## config.mk

```make
export PLATFORM = sky130hd
export DESIGN_NAME = vblank_fetch_arbiter
export DESIGN_NICKNAME = d
export VERILOG_FILES = /design/src/rtl/vblank_fetch_arbiter.sv
export SDC_FILE = /design/constraint.sdc
export NUM_CORES = 1
export LEC_CHECK = 0
export BUFFER_PORTS_ARGS = -buffer_cell sky130_fd_sc_hd__clkbuf_2
export CAP_MARGIN = 20
export CORE_AREA = 2 2 92 94
export DETAILED_ROUTE_END_ITERATION = 10
export DIE_AREA = 0 0 94 96
export SYNTH_ARGS = -nofsm -noshare
export SYNTH_HDL_FRONTEND = slang
export SYNTH_SLANG_ARGS = --single-unit
```

## constraint.sdc

```tcl
create_clock -name clock -period 2.77 [get_ports clock]
set_input_delay 0.554 -clock clock [delete_from_list [all_inputs] [get_ports clock]]
set_output_delay 0.554 -clock clock [all_outputs]
set_load 0.03 [all_outputs]
```

## src/rtl/vblank_fetch_arbiter.sv

```systemverilog
// Shares the dmem port between the processor M stage and a vblank snapshot engine that
// copies NUM_WORDS game-state words into the renderer's shadow buffer once per frame.
module vblank_fetch_arbiter #(
    parameter logic [31:0] BASE_ADDR    = 32'd1000,
    parameter int unsigned NUM_WORDS    = 16,
    parameter int unsigned IDX_W        = 4,
    parameter int unsigned STARVE_LIMIT = 4
) (
    input  logic             clock,
    input  logic             reset,
    input  logic             screen_end,
    input  logic             proc_req,
    input  logic [31:0]      proc_addr,
    input  logic [31:0]      proc_data,
    input  logic             proc_wren,
    output logic             proc_stall,
    output logic [31:0]      proc_q,
    output logic [31:0]      mem_addr,
    output logic [31:0]      mem_data,
    output logic             mem_wren,
    input  logic [31:0]      mem_q,
    output logic             snap_we,
    output logic [IDX_W-1:0] snap_idx,
    output logic [31:0]      snap_data,
    output logic             busy,
    output logic             done,
    output logic             overrun
);

    localparam int unsigned IW = IDX_W + 1;
    localparam int unsigned SW = (STARVE_LIMIT < 1) ? 1 : $clog2(STARVE_LIMIT + 1);
    localparam logic [SW-1:0] STARVE_MAX = SW'(STARVE_LIMIT);
    localparam logic [IW-1:0] LAST_IDX   = IW'(NUM_WORDS - 1);

    typedef enum logic [1:0] {StIdle, StFetch, StDrain} state_e;

    state_e           state_q;
    logic             screen_end_q;
    logic [IW-1:0]    issue_idx_q;
    logic [SW-1:0]    starve_cnt_q;
    logic             rd_valid_q;
    logic [IDX_W-1:0] rd_idx_q;
    logic             overrun_q;

    logic start_edge;
    logic engine_go;

    // The engine takes the port whenever the processor is idle or has starved it long enough.
    always_comb begin
        start_edge = screen_end & ~screen_end_q;
        engine_go  = (state_q == StFetch) && !(proc_req && (starve_cnt_q < STARVE_MAX));
        busy       = (state_q != StIdle);
        done       = (state_q == StDrain);
        proc_stall = engine_go & proc_req;
        mem_addr   = engine_go ? (BASE_ADDR + 32'(issue_idx_q)) : proc_addr;
        mem_data   = proc_data;
        mem_wren   = proc_wren & ~engine_go;
        proc_q     = mem_q;
        snap_we    = rd_valid_q;
        snap_idx   = rd_idx_q;
        snap_data  = mem_q;
        overrun    = overrun_q;
    end

    always_ff @(posedge clock) begin
        if (reset) begin
            state_q      <= StIdle;
            screen_end_q <= 1'b0;
            issue_idx_q  <= '0;
            starve_cnt_q <= '0;
            rd_valid_q   <= 1'b0;
            rd_idx_q     <= '0;
            overrun_q    <= 1'b0;
        end else begin
            screen_end_q <= screen_end;
            rd_valid_q   <= engine_go;
            if (engine_go) begin
                rd_idx_q <= issue_idx_q[IDX_W-1:0];
            end
            if (start_edge && busy) begin
                overrun_q <= 1'b1;
            end
            case (state_q)
                StIdle: begin
                    if (start_edge) begin
                        state_q      <= StFetch;
                        issue_idx_q  <= '0;
                        starve_cnt_q <= '0;
                    end
                end
                StFetch: begin
                    if (engine_go) begin
                        starve_cnt_q <= '0;
                        issue_idx_q  <= issue_idx_q + 1'b1;
                        if (issue_idx_q == LAST_IDX) begin
                            state_q <= StDrain;
                        end
                    end else begin
                        starve_cnt_q <= starve_cnt_q + 1'b1;
                    end
                end
                StDrain: state_q <= StIdle;
                default: state_q <= StIdle;
            endcase
        end
    end

endmodule

```

; Word-level counts from Yosys, hierarchy flattened
; Index checks and enable logic that the tools add are counted.
[totals]
reg_bits = 17
inputBits = 101
elab_cells = 43
output_inout_bits = 138
[classes]
reduce_logical = 10
n_lt_le_gt_ge = 1
add_sub_neg = 3
n_eq_ne = 6
bitwise_logic = 5
n_mux = 11
[ops]
columns = operator, n
row1 = $mux W32, 1
row2 = $add A10 B5 Y11 const A, 1
row3 = $mux W5, 2
row4 = $pmux W5 S2, 1
row5 = $mux W2, 3
row6 = $mux W3, 2
row7 = $pmux W3 S2, 1
row8 = $reduce_and A3 Y1, 2
row9 = $add A5 B1 Y5 const B, 1
row10 = $eq A5 B4 Y1 const B, 1
row11 = $ne A2 B2 Y1 const B, 2
row12 = $pmux W2 S2, 1
row13 = $reduce_bool A2 Y1, 2
row14 = $add A3 B1 Y3 const B, 1
row15 = $and A1 B1 Y1, 3
row16 = $logic_and A1 B1 Y1, 3
row17 = $lt A3 B3 Y1 const B, 1
row18 = $eq A2 B1 Y1 const B, 1
row19 = $eq A2 B2 Y1 const B, 1
row20 = $logic_not A2 Y1, 1
row21 = $ne A2 B1 Y1 const B, 1
row22 = $not A1 Y1, 2
row23 = $reduce_and A2 Y1, 1
row24 = $logic_not A1 Y1, 1

; Longest topological paths before layout
; Gate-level depths: netlist (run 1).
[logic_depth]
depth_word = 6
ltp_mapped = 5
mapped_depth_nobuf = 5

; Worst setup path after synthesis (run 1)
; OpenSTA, ideal clock, no wires.
[synth_path]
path_type = input to output
start = input proc_req
end = output mem_addr[3]
t_arrival_ps = 1721
slack_ps = 495
path_buffers = 1
path_stages = 4
required_time_ps = 2216
path_cell_list = nand2b_1 > nand2_1 > clkbuf_1 > o21ai_0
[synth_between]
elab_chain_len = 4
[synth_rtl]
columns = element, line_no
row1 = start: declaration, 12  ; input logic proc_req,
row2 = $logic_and A1 B1 Y1, 51  ; engine_go = (state_q == StFetch) && !(proc_req && (starve_cnt_q < STARVE_MAX));
row3 = $logic_not A1 Y1, 51
row4 = $logic_and A1 B1 Y1, 51
row5 = $mux W32, 55  ; mem_addr = engine_go ? (BASE_ADDR + 32'(issue_idx_q)) : proc_addr;
row6 = end: declaration, 18  ; output logic [31:0] mem_addr,
; Every way passes these cells.

; Worst setup path after layout (run 1)
[layout_path]
start = register state_q[1]
end = output mem_addr[28]
[layout_between]
elab_chain_len = 3
[layout_rtl]
columns = element, line_no
row1 = start: declaration, 37  ; state_e state_q;
row2 = start signal: assignment, 67  ; state_q <= StIdle;
row3 = start signal: assignment, 86  ; state_q <= StFetch;
row4 = start signal: assignment, 96  ; state_q <= StDrain;
row5 = $eq A2 B1 Y1, 51
row6 = $logic_and A1 B1 Y1, 51
row7 = $mux W32, 55
; Every way passes these cells.

==> out/qor.txt, run 1 <==
outcome = complete, no violations
global-route wire length before repair = 5570 um
pwr dens = 413 mW/mm^2
GPL Wtd Cong = 0.719
initial antenna violation count = 0
worst r2r path cells = 4
CTS buffer count = 3
count leader, synth = buf_4
Yosys cell types = 31
Final Max Slew Viols = 0
critical path class = reg2out
Clk pin slew, worst setup/hold paths = 70 ps
clock root cell = clkbuf_8
die area = 0.00902 mm^2
Final ANT Viol Nets = 0
worst r2r dst = issue_idx_q[0]$_SDFFE_PP0P_
Post-CTS Setup Inserts = 0
post-CTS sizing = 0
Syn Std Cell Area = 0.00176 mm^2
via/cell ratio = 4.11
Final Util = 0.201
DRC Markers = 0
layout cells sized above 1 = 0.445
Async SR Flop Fraction = 0
fin crit period = 2430 ps
reg2reg start = state_q[0]$_SDFFE_PP0P_
EDFF count, synth = 0
Syn Inst Count = 226
vias in the first global route = 1180
post-DP HPWL = 3110 um
Pleak = 0.783 nW
clk_lat worst skew = 250 ps
global-route usage over all layers = 0.0787
RSZ-0062 raised after global routing = false
Chip Height = 96 um
maximum clock rate = 0.411 GHz
Fill cells = 919
drt total wl = 3880 um
row count = 33
Final Instance Area = 0.00162 mm^2
Final setup viols = 0
crit path launch = state_q[1]$_SDFFE_PP0P_
area leader, netlist = buf_4
Initial DRT Pass Iterations = 4
clk buf depth = 2
Post-synth top flop = dfxtp_1
register bit total from synthesis = 17
synth cell count leaders = buf_4, and2_1, dfxtp_1
clk_skew = 1.21 ps
number of max-cap violations = 0
H-tree level count = 1
Arrival @ worst endpoint = 1880 ps
Reg area = 340 um^2
DRC violation total after the first TritonRoute iteration = 80
Post-Syn Nets = 331
Worst Setup Start Kind = flop
ANT cells = 0
total core area = 0.00805 mm^2
placed cell area = 0.00157 mm^2
worst setup path endpoint = mem_addr[28]
pin count of the biggest net entering global routing = 20
Worst-Margin Slew = 495 ps
VDD IR max = 144 uV
I/O pin count = 239
Setup Total Neg Slack = 0 ps
Hold Crit Class = reg2reg
Vias = 1289
cts hold-fix bufs = 0
total grt overflow = 0
sequential share of the synthesized area = 0.194
Layout area overhead = -8.11%
Starting Density = 0.218
PortBufs = 78
clock sinks = 17
area share of the largest cell type after synthesis = 0.410
Critical Path RT = 2220 ps
Yosys warnings = 0
crit end category = primary output
multi-input logic area = 644 um^2
maximum fanout along the worst path = 14
die width = 94 um
worst reg-to-reg setup slack = 1170 ps
Worst slew margin = 0.670
Mean Syn Cell Area = 7.78 um^2
Hold Vio Cnt, Final = 0
Final nets = 315
Final Cycle Share = 0.879
top cells by area, synth = buf_4, dfxtp_1, and2_1
WL per Instance = 12.4 um
TritonCTS clock tree = yes
per-layer routing:
metal / share of wire / vias up / GRT usage
met2: 0.49 / 85 / 0.140
met1: 0.36 / 566 / 0.0774
li1: - / 613 / -
met5: 0 / - / 0
met4: 0.030 / 0 / 0.0483
met3: 0.12 / 25 / 0.0298
registers in the layout, indices dropped and copies added, names as in the netlist:
| register | count |
|---|---|
| issue_idx_q | 5 |
| snap_idx | 4 |
| starve_cnt_q | 3 |
| state_q | 2 |
| overrun | 1 |
| screen_end_q | 1 |
| snap_we | 1 |
per-stage QoR:
stage	power, W	setup WS (ps)	std cells	hold WS [ps]
after CTS	0.000674	291	314	484
after global placement	0.000489	560	310	455
after floorplan	0.000670	495	226	450
after global routing	0.000706	183	314	510
after detailed placement	0.000491	513	310	468
final	0.000668	335	314	478
worst min path at each step:
stage                              endpoint                          from  depth (start not counted)  slack (ps)
5_1_grt            snap_idx[3]$_SDFFE_PP0P_      snap_idx[3]$_SDFFE_PP0P_                          2         510
2_1_floorplan  starve_cnt_q[2]$_SDFFE_PP0P_  starve_cnt_q[2]$_SDFFE_PP0P_                          2         450
3_5_place_dp           overrun$_SDFFE_PP0P_          overrun$_SDFFE_PP0P_                          2         470
6_report           snap_idx[3]$_SDFFE_PP0P_      snap_idx[3]$_SDFFE_PP0P_                          2         480
4_1_cts                overrun$_SDFFE_PP0P_          overrun$_SDFFE_PP0P_                          2         480
3_3_place_gp           overrun$_SDFFE_PP0P_          overrun$_SDFFE_PP0P_                          2         450
power breakdown:
group / switching, W / internal [W] / total, W
Combinational: 0.000147 / 0.0000805 / 0.000227
Clock: 0.0000829 / 0.000102 / 0.000185
Sequential: 0.00000559 / 0.000250 / 0.000256
critical path: stages, from the launching register on:
cell and delay [ps]:
dfxtp_1 460, and2b_1 240, nand2_1 350, buf_4 250, and2_1 140, clkbuf_2 200
cell usage in the layout (no fill, tap or decap):
cell      netlist  final
or2_2           1      1
a2111o_1        1      1
o21ai_0        12     12
nor2b_1         4      4
inv_1           3      3
ha_1            4      4
nor3b_1         2      2
or3b_2          1      1
or3_1           1      1
dfxtp_1        17     17
mux2_2          2      2
nand3_1         7      7
a21o_1          6      6
nor2_1          2      2
nand2_1         5      5
o211ai_1        2      2
or2b_1          1      1
buf_4          96      7
and3_1          2      2
and2_1         22     22
or4_1           2      2
or4b_4          1      1
nor3_1          1      1
a31oi_1         1      1
nand2b_1        2      2
clkbuf_8        0      3
a21oi_1        11     11
clkbuf_1        7      1
and2b_1         3      3
a211oi_1        1      1
o31ai_1         3      3
clkbuf_2        0     78
area by class of cell:
type / instances / area share
multi-input cells: 100 / 0.399
repair buffers: 85 / 0.274
flip-flops and latches: 17 / 0.211
well taps: 105 / 0.0813
clock buffers: 4 / 0.0279
inverters: 3 / 0.00697
kinds of logic after synthesis:
logic type	Yosys count	synth area share
AOI/OAI and AO/OA	37	0.127
adders and majority gates	4	0.0285
buffers and inverters	109	0.440
DFF	17	0.194
muxes	2	0.0128
and+or+nand+nor	57	0.199
Note: power is estimated with default switching activity, not from simulation.
==> run 2: changes to the inputs <==
==> config.mk (replaced) <==
export PLATFORM = sky130hd
export DESIGN_NAME = vblank_fetch_arbiter
export DESIGN_NICKNAME = d
export VERILOG_FILES = /design/src/rtl/vblank_fetch_arbiter.sv
export SDC_FILE = /design/constraint.sdc
export NUM_CORES = 1
export LEC_CHECK = 0
export CAP_MARGIN = 20
export CORE_AREA = 2 2 93 95
export CTS_CLUSTER_DIAMETER = 80
export DETAILED_ROUTE_END_ITERATION = 10
export DIE_AREA = 0 0 95 97
export DONT_BUFFER_PORTS = 1
export SYNTH_ARGS = -nofsm -noshare
export SYNTH_HDL_FRONTEND = slang
export SYNTH_SLANG_ARGS = --single-unit
==> run 2 against run 1 <==
Compared with the run above:
- critical path depth is the same
- cell count shrank 26%
- maximum frequency rose by 1.8%
- global-route usage rose by 1.6 points
- clock-buffer cell count down 1
- critical path type unchanged
- largest cell class unchanged
==> out/qor.txt, run 2 (synthesis gave the netlist of run 1 again) <==
clk buf depth = 2 (unchanged)
H-tree level count = 1 (unchanged)
total core area = 0.00813 mm^2 (+1.0%)
critical path class = reg2out
Pleak = 0.438 nW (-44%)
met3 usage = 0.0428 (+0.0131)
cts hold-fix bufs = 0 (unchanged)
CTS buffer count = 3 (unchanged)
ANT cells = 0 (unchanged)
most flop-heavy register = issue_idx_q
drt total wl = 4630 um (+19%)
Critical Path RT = 2220 ps (about the same)
layer with the highest usage = met2
most frequent cells in the layout = and2_1, dfxtp_1, o21ai_0
Final nets = 234 (-26%)
crit path launch = state_q[0]$_SDFFE_PP0P_
Arrival @ worst endpoint = 1840 ps (-40 ps)
clk_skew = 5.50 ps (+4.29 ps)
number of max-cap violations = 0 (unchanged)
worst reg-to-reg setup slack = 1200 ps (+30 ps)
worst r2r dst = issue_idx_q[4]$_SDFFE_PP0P_
outcome = complete, no violations
RSZ-0062 raised after global routing = false
Clk pin slew, worst setup/hold paths = 80 ps (about the same)
Chip Height = 97 um (+1.0%)
Final Util = 0.148 (-0.0523)
PortBufs = 0 (-100%)
clk_lat worst skew = 260 ps (about the same)
Hold Vio Cnt, Final = 0 (unchanged)
DRC Markers = 0 (unchanged)
Final Cycle Share = 0.864 (-0.0152)
Post-CTS Setup Inserts = 0 (unchanged)
Worst Setup Start Kind = flop
Vias = 1008 (-22%)
met2 Use GR = 0.176 (+0.0357)
global-route usage over all layers = 0.0949 (+0.0162)
pwr dens = 514 mW/mm^2 (+24%)
VDD IR max = 166 uV (+15%)
GR met1 Demand/Resource = 0.0921 (+0.0147)
worst setup path endpoint = mem_addr[3]
Setup Total Neg Slack = 0 ps (unchanged)
fin crit period = 2390 ps (-42.1 ps)
maximum clock rate = 0.418 GHz (+1.8%)
clock root cell = clkbuf_8
post-CTS sizing = 0 (unchanged)
maximum fanout along the worst path = 32 (+18)
Layout area overhead = -31.4%
initial antenna violation count = 0 (unchanged)
layout cells sized above 1 = 0.102 (-0.343)
max reg flops = 5 (unchanged)
most common cell after layout, fill and taps aside = and2_1
post-DP HPWL = 3850 um (+24%)
Hold Crit Class = in2reg
row count = 33 (unchanged)
Worst-Margin Slew = 665 ps (+170 ps)
DRC violation total after the first TritonRoute iteration = 77 (-3.8%)
total grt overflow = 0 (unchanged)
TritonCTS clock tree = yes
Final Max Slew Viols = 0 (unchanged)
pin count of the biggest net entering global routing = 33 (+65%)
Initial DRT Pass Iterations = 4 (unchanged)
die area = 0.00922 mm^2 (+2.1%)
die width = 95 um (+1.1%)
GPL Wtd Cong = 0.738 (+2.8%)
Starting Density = 0.216 (-0.00222)
WL per Instance = 19.9 um (+61%)
worst r2r path cells = 5 (+1)
vias in the first global route = 983 (-17%)
I/O pin count = 239 (unchanged)
Worst slew margin = 0.553 (-0.117)
reg2reg start = issue_idx_q[0]$_SDFFE_PP0P_
Final ANT Viol Nets = 0 (unchanged)
via/cell ratio = 4.33 (+5.4%)
clock sinks = 17 (unchanged)
global-route wire length before repair = 6380 um (+14%)
Final setup viols = 0 (unchanged)
crit end category = primary output
## run 2: cell types whose count changed in the layout (fill, tap and decap cells not counted)
cell	change
buf_4	-3
clkbuf_1	-1
clkbuf_2	-78
clkinvlp_4	+1
## run 2: metal layers
layer	up-vias	wire, um
li1	447	-
met1	452	1470
met2	102	2480
met3	7	641
met4	0	42
met5	-	0
## run 2: layout make-up
cell class                 instances  area, um^2
fill                             913        6930
multi-input combinational        100         644
inverter                           3        11.3
clock buffer                       3        41.3
tap                              105         131
timing repair buffer               4        30.0
sequential                        17         340
clock inverter                     1        7.51
## run 2: worst min-delay path by stage
stage / from / endpoint / slack [ps] / cells after the start
4_1_cts: reset / issue_idx_q[0]$_SDFFE_PP0P_ / 350 / 1
2_1_floorplan: starve_cnt_q[2]$_SDFFE_PP0P_ / starve_cnt_q[2]$_SDFFE_PP0P_ / 450 / 2
3_3_place_gp: starve_cnt_q[2]$_SDFFE_PP0P_ / starve_cnt_q[2]$_SDFFE_PP0P_ / 460 / 2
3_5_place_dp: starve_cnt_q[2]$_SDFFE_PP0P_ / starve_cnt_q[2]$_SDFFE_PP0P_ / 480 / 2
5_1_grt: reset / issue_idx_q[0]$_SDFFE_PP0P_ / 340 / 1
6_report: reset / issue_idx_q[1]$_SDFFE_PP0P_ / 360 / 1
## run 2: metrics by stage
step / total power (W) / instance area, um^2 / setup slack [ps] / instances / hold slack (ps)
final: 0.000620 / 1210 / 378 / 233 / 357
after global routing: 0.000659 / 1210 / 232 / 233 / 338
after CTS: 0.000634 / 1210 / 357 / 233 / 346
after detailed placement: 0.000428 / 1160 / 628 / 229 / 476
after global placement: 0.000426 / 1160 / 602 / 229 / 460
after floorplan: 0.000670 / 1760 / 495 / 226 / 450
## run 2: critical path, stage by stage, from the launching register on
cell	delay, ps
dfxtp_1	430
and2b_1	320
nand2_1	80
buf_4	230
o21ai_0	300
buf_4	230
## run 2: report_power, final
group          switching (W)  total (W)  internal (W)
Sequential        0.00000813   0.000258      0.000250
Clock              0.0000971   0.000198      0.000101
Combinational       0.000127   0.000164     0.0000363
Total               0.000233   0.000620      0.000387
==> run 3: changes to the inputs <==
--- a/config.mk
+++ b/config.mk
@@ -11,6 +11,7 @@
 export DETAILED_ROUTE_END_ITERATION = 10
 export DIE_AREA = 0 0 95 97
 export DONT_BUFFER_PORTS = 1
+export GPL_TIMING_DRIVEN = 0
 export SYNTH_ARGS = -nofsm -noshare
 export SYNTH_HDL_FRONTEND = slang
 export SYNTH_SLANG_ARGS = --single-unit
==> constraint.sdc (replaced) <==
create_clock -name clock -period 2.6 [get_ports clock]
set_input_delay 0.52 -clock clock [delete_from_list [all_inputs] [get_ports clock]]
set_output_delay 0.52 -clock clock [all_outputs]
set_load 0.03 [all_outputs]
==> run 3 against run 2 <==
Compared with the run above:
- worst setup slack lost 180 ps
- global-route usage grew 0.097 points
- register-to-register slack worse by 150 ps
- power grew 52%
- non-clock buffer count up 102
- critical path type unchanged
- via count is 41% higher
- sequential cell count unchanged
- sequential share of layout area fell by 11 points
- first-iteration DRC count decreased by 56%
==> out/qor.txt, run 3 (synthesis gave the netlist of run 1 again) <==
number of max-cap violations = 0 (unchanged)
Reg area = 340 um^2 (unchanged)
Worst-Margin Slew = 624 ps (-41.1 ps)
initial antenna violation count = 0 (unchanged)
CTS buffer count = 3 (unchanged)
drt total wl = 5120 um (+10%)
Final Max Slew Viols = 0 (unchanged)
clock sinks = 17 (unchanged)
Critical Path RT = 2080 ps (-140 ps)
Final Util = 0.239 (+0.0911)
Vias = 1422 (+41%)
total grt overflow = 0 (unchanged)
I/O pin count = 239 (unchanged)
Layout area overhead = 10.7%
DRC violation total after the first TritonRoute iteration = 34 (-56%)
layout cells sized above 1 = 0.487 (+0.385)
Final setup viols = 0 (unchanged)
post-DP HPWL = 4530 um (+17%)
Initial DRT Pass Iterations = 4 (unchanged)
clk_skew = 2.91 ps (-2.59 ps)
VDD IR max = 147 uV (-11%)
RSZ-0062 raised after global routing = false
WP buf/inv = 2 (unchanged)
GPL Wtd Cong = 0.775 (+5.0%)
total core area = 0.00813 mm^2 (unchanged)
die width = 95 um (unchanged)
Final Instance Area = 0.00195 mm^2 (+61%)
pwr dens = 483 mW/mm^2 (-6.1%)
Worst slew margin = 0.583 (+0.0300)
most common cell after layout, fill and taps aside = buf_4
die area = 0.00922 mm^2 (unchanged)
most frequent cells in the layout = buf_4, and2_1, dfxtp_1
pin count of the biggest net entering global routing = 11 (-67%)
Hold Crit Class = in2reg
maximum fanout along the worst path = 10 (-69%)
max reg flops = 5 (unchanged)
row count = 33 (unchanged)
maximum clock rate = 0.417 GHz
Arrival @ worst endpoint = 1880 ps (+40 ps)
Starting Density = 0.216 (unchanged)
clk buf depth = 2 (unchanged)
CP delay by family, top = simple AND/OR/NAND/NOR gates
vias in the first global route = 1298 (+32%)
via/cell ratio = 4.24 (-1.9%)
Worst Setup Start Kind = flop
Design Power = 0.000939 W (+52%)
Final nets = 336 (+44%)
CP Cell Sequence = and2b_1, buf_2, nand2_1, clkbuf_2, and2_1
largest stage delay on the critical path = 430 ps (about the same)
PortBufs = 0 (unchanged)
ANT cells = 0 (unchanged)
DRC Markers = 0 (unchanged)
critical path class = reg2out
Pleak = 0.909 nW (+110%)
TritonCTS clock tree = yes
fin crit period = 2400 ps
clk_lat worst skew = 250 ps (about the same)
Setup Total Neg Slack = 0 ps (unchanged)
multi-input logic area = 654 um^2 (+1.6%)
most flop-heavy register = issue_idx_q
Fill cells = 884 (-3.2%)
global-route usage over all layers = 0.0959 (+0.000969)
crit end category = primary output
cts hold-fix bufs = 0 (unchanged)
clock root cell = clkbuf_8
slowest cell on the critical path = dfxtp_1
Final ANT Viol Nets = 0 (unchanged)
Final Cycle Share = 0.923
Clk pin slew, worst setup/hold paths = 70 ps (about the same)
H-tree level count = 1 (unchanged)
Chip Height = 97 um (unchanged)
outcome = complete, no violations
WL per Instance = 15.3 um (-23%)
placed cell area = 0.00189 mm^2 (+63%)
global-route wire length before repair = 6870 um (+7.7%)
Hold Vio Cnt, Final = 0 (unchanged)
run 3: cell types whose count changed in the layout (fill, tap and decap cells not counted):
cell / before / now
buf_4: 4 / 96
clkbuf_1: 0 / 6
buf_2: 0 / 3
clkbuf_2: 0 / 2
and2_1: 22 / 21
and2_2: 0 / 1
clkinvlp_4: 1 / 0
nor3_1: 1 / 0
nor3_2: 0 / 1
o21ai_0: 12 / 11
o21ai_2: 0 / 1
run 3: power by group:
| part | leakage (nW) | switching, W | internal [W] |
|---|---|---|---|
| Combinational | 0.749 | 0.000329 | 0.000136 |
| Sequential | 0.138 | 0.00000887 | 0.000266 |
| Clock | 0.0228 | 0.0000901 | 0.000109 |
| Total | 0.909 | 0.000428 | 0.000511 |
run 3: path summary, 6_finish.rpt:
| path | to | slack [ps] | start | depth (start not counted) |
|---|---|---|---|---|
| setup / recovery | mem_addr[27] | 200 | state_q[1]$_SDFFE_PP0P_ | 5 |
| hold / removal | screen_end_q$_SDFF_PP0_ | 400 | screen_end | 1 |
| setup reg to reg | issue_idx_q[4]$_SDFFE_PP0P_ | 1050 | issue_idx_q[0]$_SDFFE_PP0P_ | 5 |
| hold reg to reg | starve_cnt_q[2]$_SDFFE_PP0P_ | 490 | starve_cnt_q[2]$_SDFFE_PP0P_ | 2 |
run 3: what timing repair did:
action	CTS	global route
resized for setup	1	7
buffers inserted	0	0
pin swaps	0	0
endpoints found under the setup margin	1	20
run 3: per-stage QoR:
step | hold slack, ps | instances | worst slack [ps]
3_5_place_dp | 478 | 331 | 73.9
4_1_cts | 403 | 335 | 37.5
3_3_place_gp | 465 | 331 | 71.8
6_report | 397 | 335 | 201
5_1_grt | 416 | 335 | 43.8
2_1_floorplan | 450 | 226 | 393
run 3: final cells by class:
cell class | instances | share of cell area
buffer | 106 | 0.393
multi-input combinational | 100 | 0.336
tap | 105 | 0.0675
inverter | 3 | 0.00578
sequential | 17 | 0.175
clock buffer | 4 | 0.0231
run 3: metal layers:
layer	vias to the layer above	global-route usage	wire [um]
li1	655	-	-
met2	113	0.197	2910
met5	-	0	0
met1	652	0.0869	1570
met4	0	0.0201	16
met3	2	0.0312	620
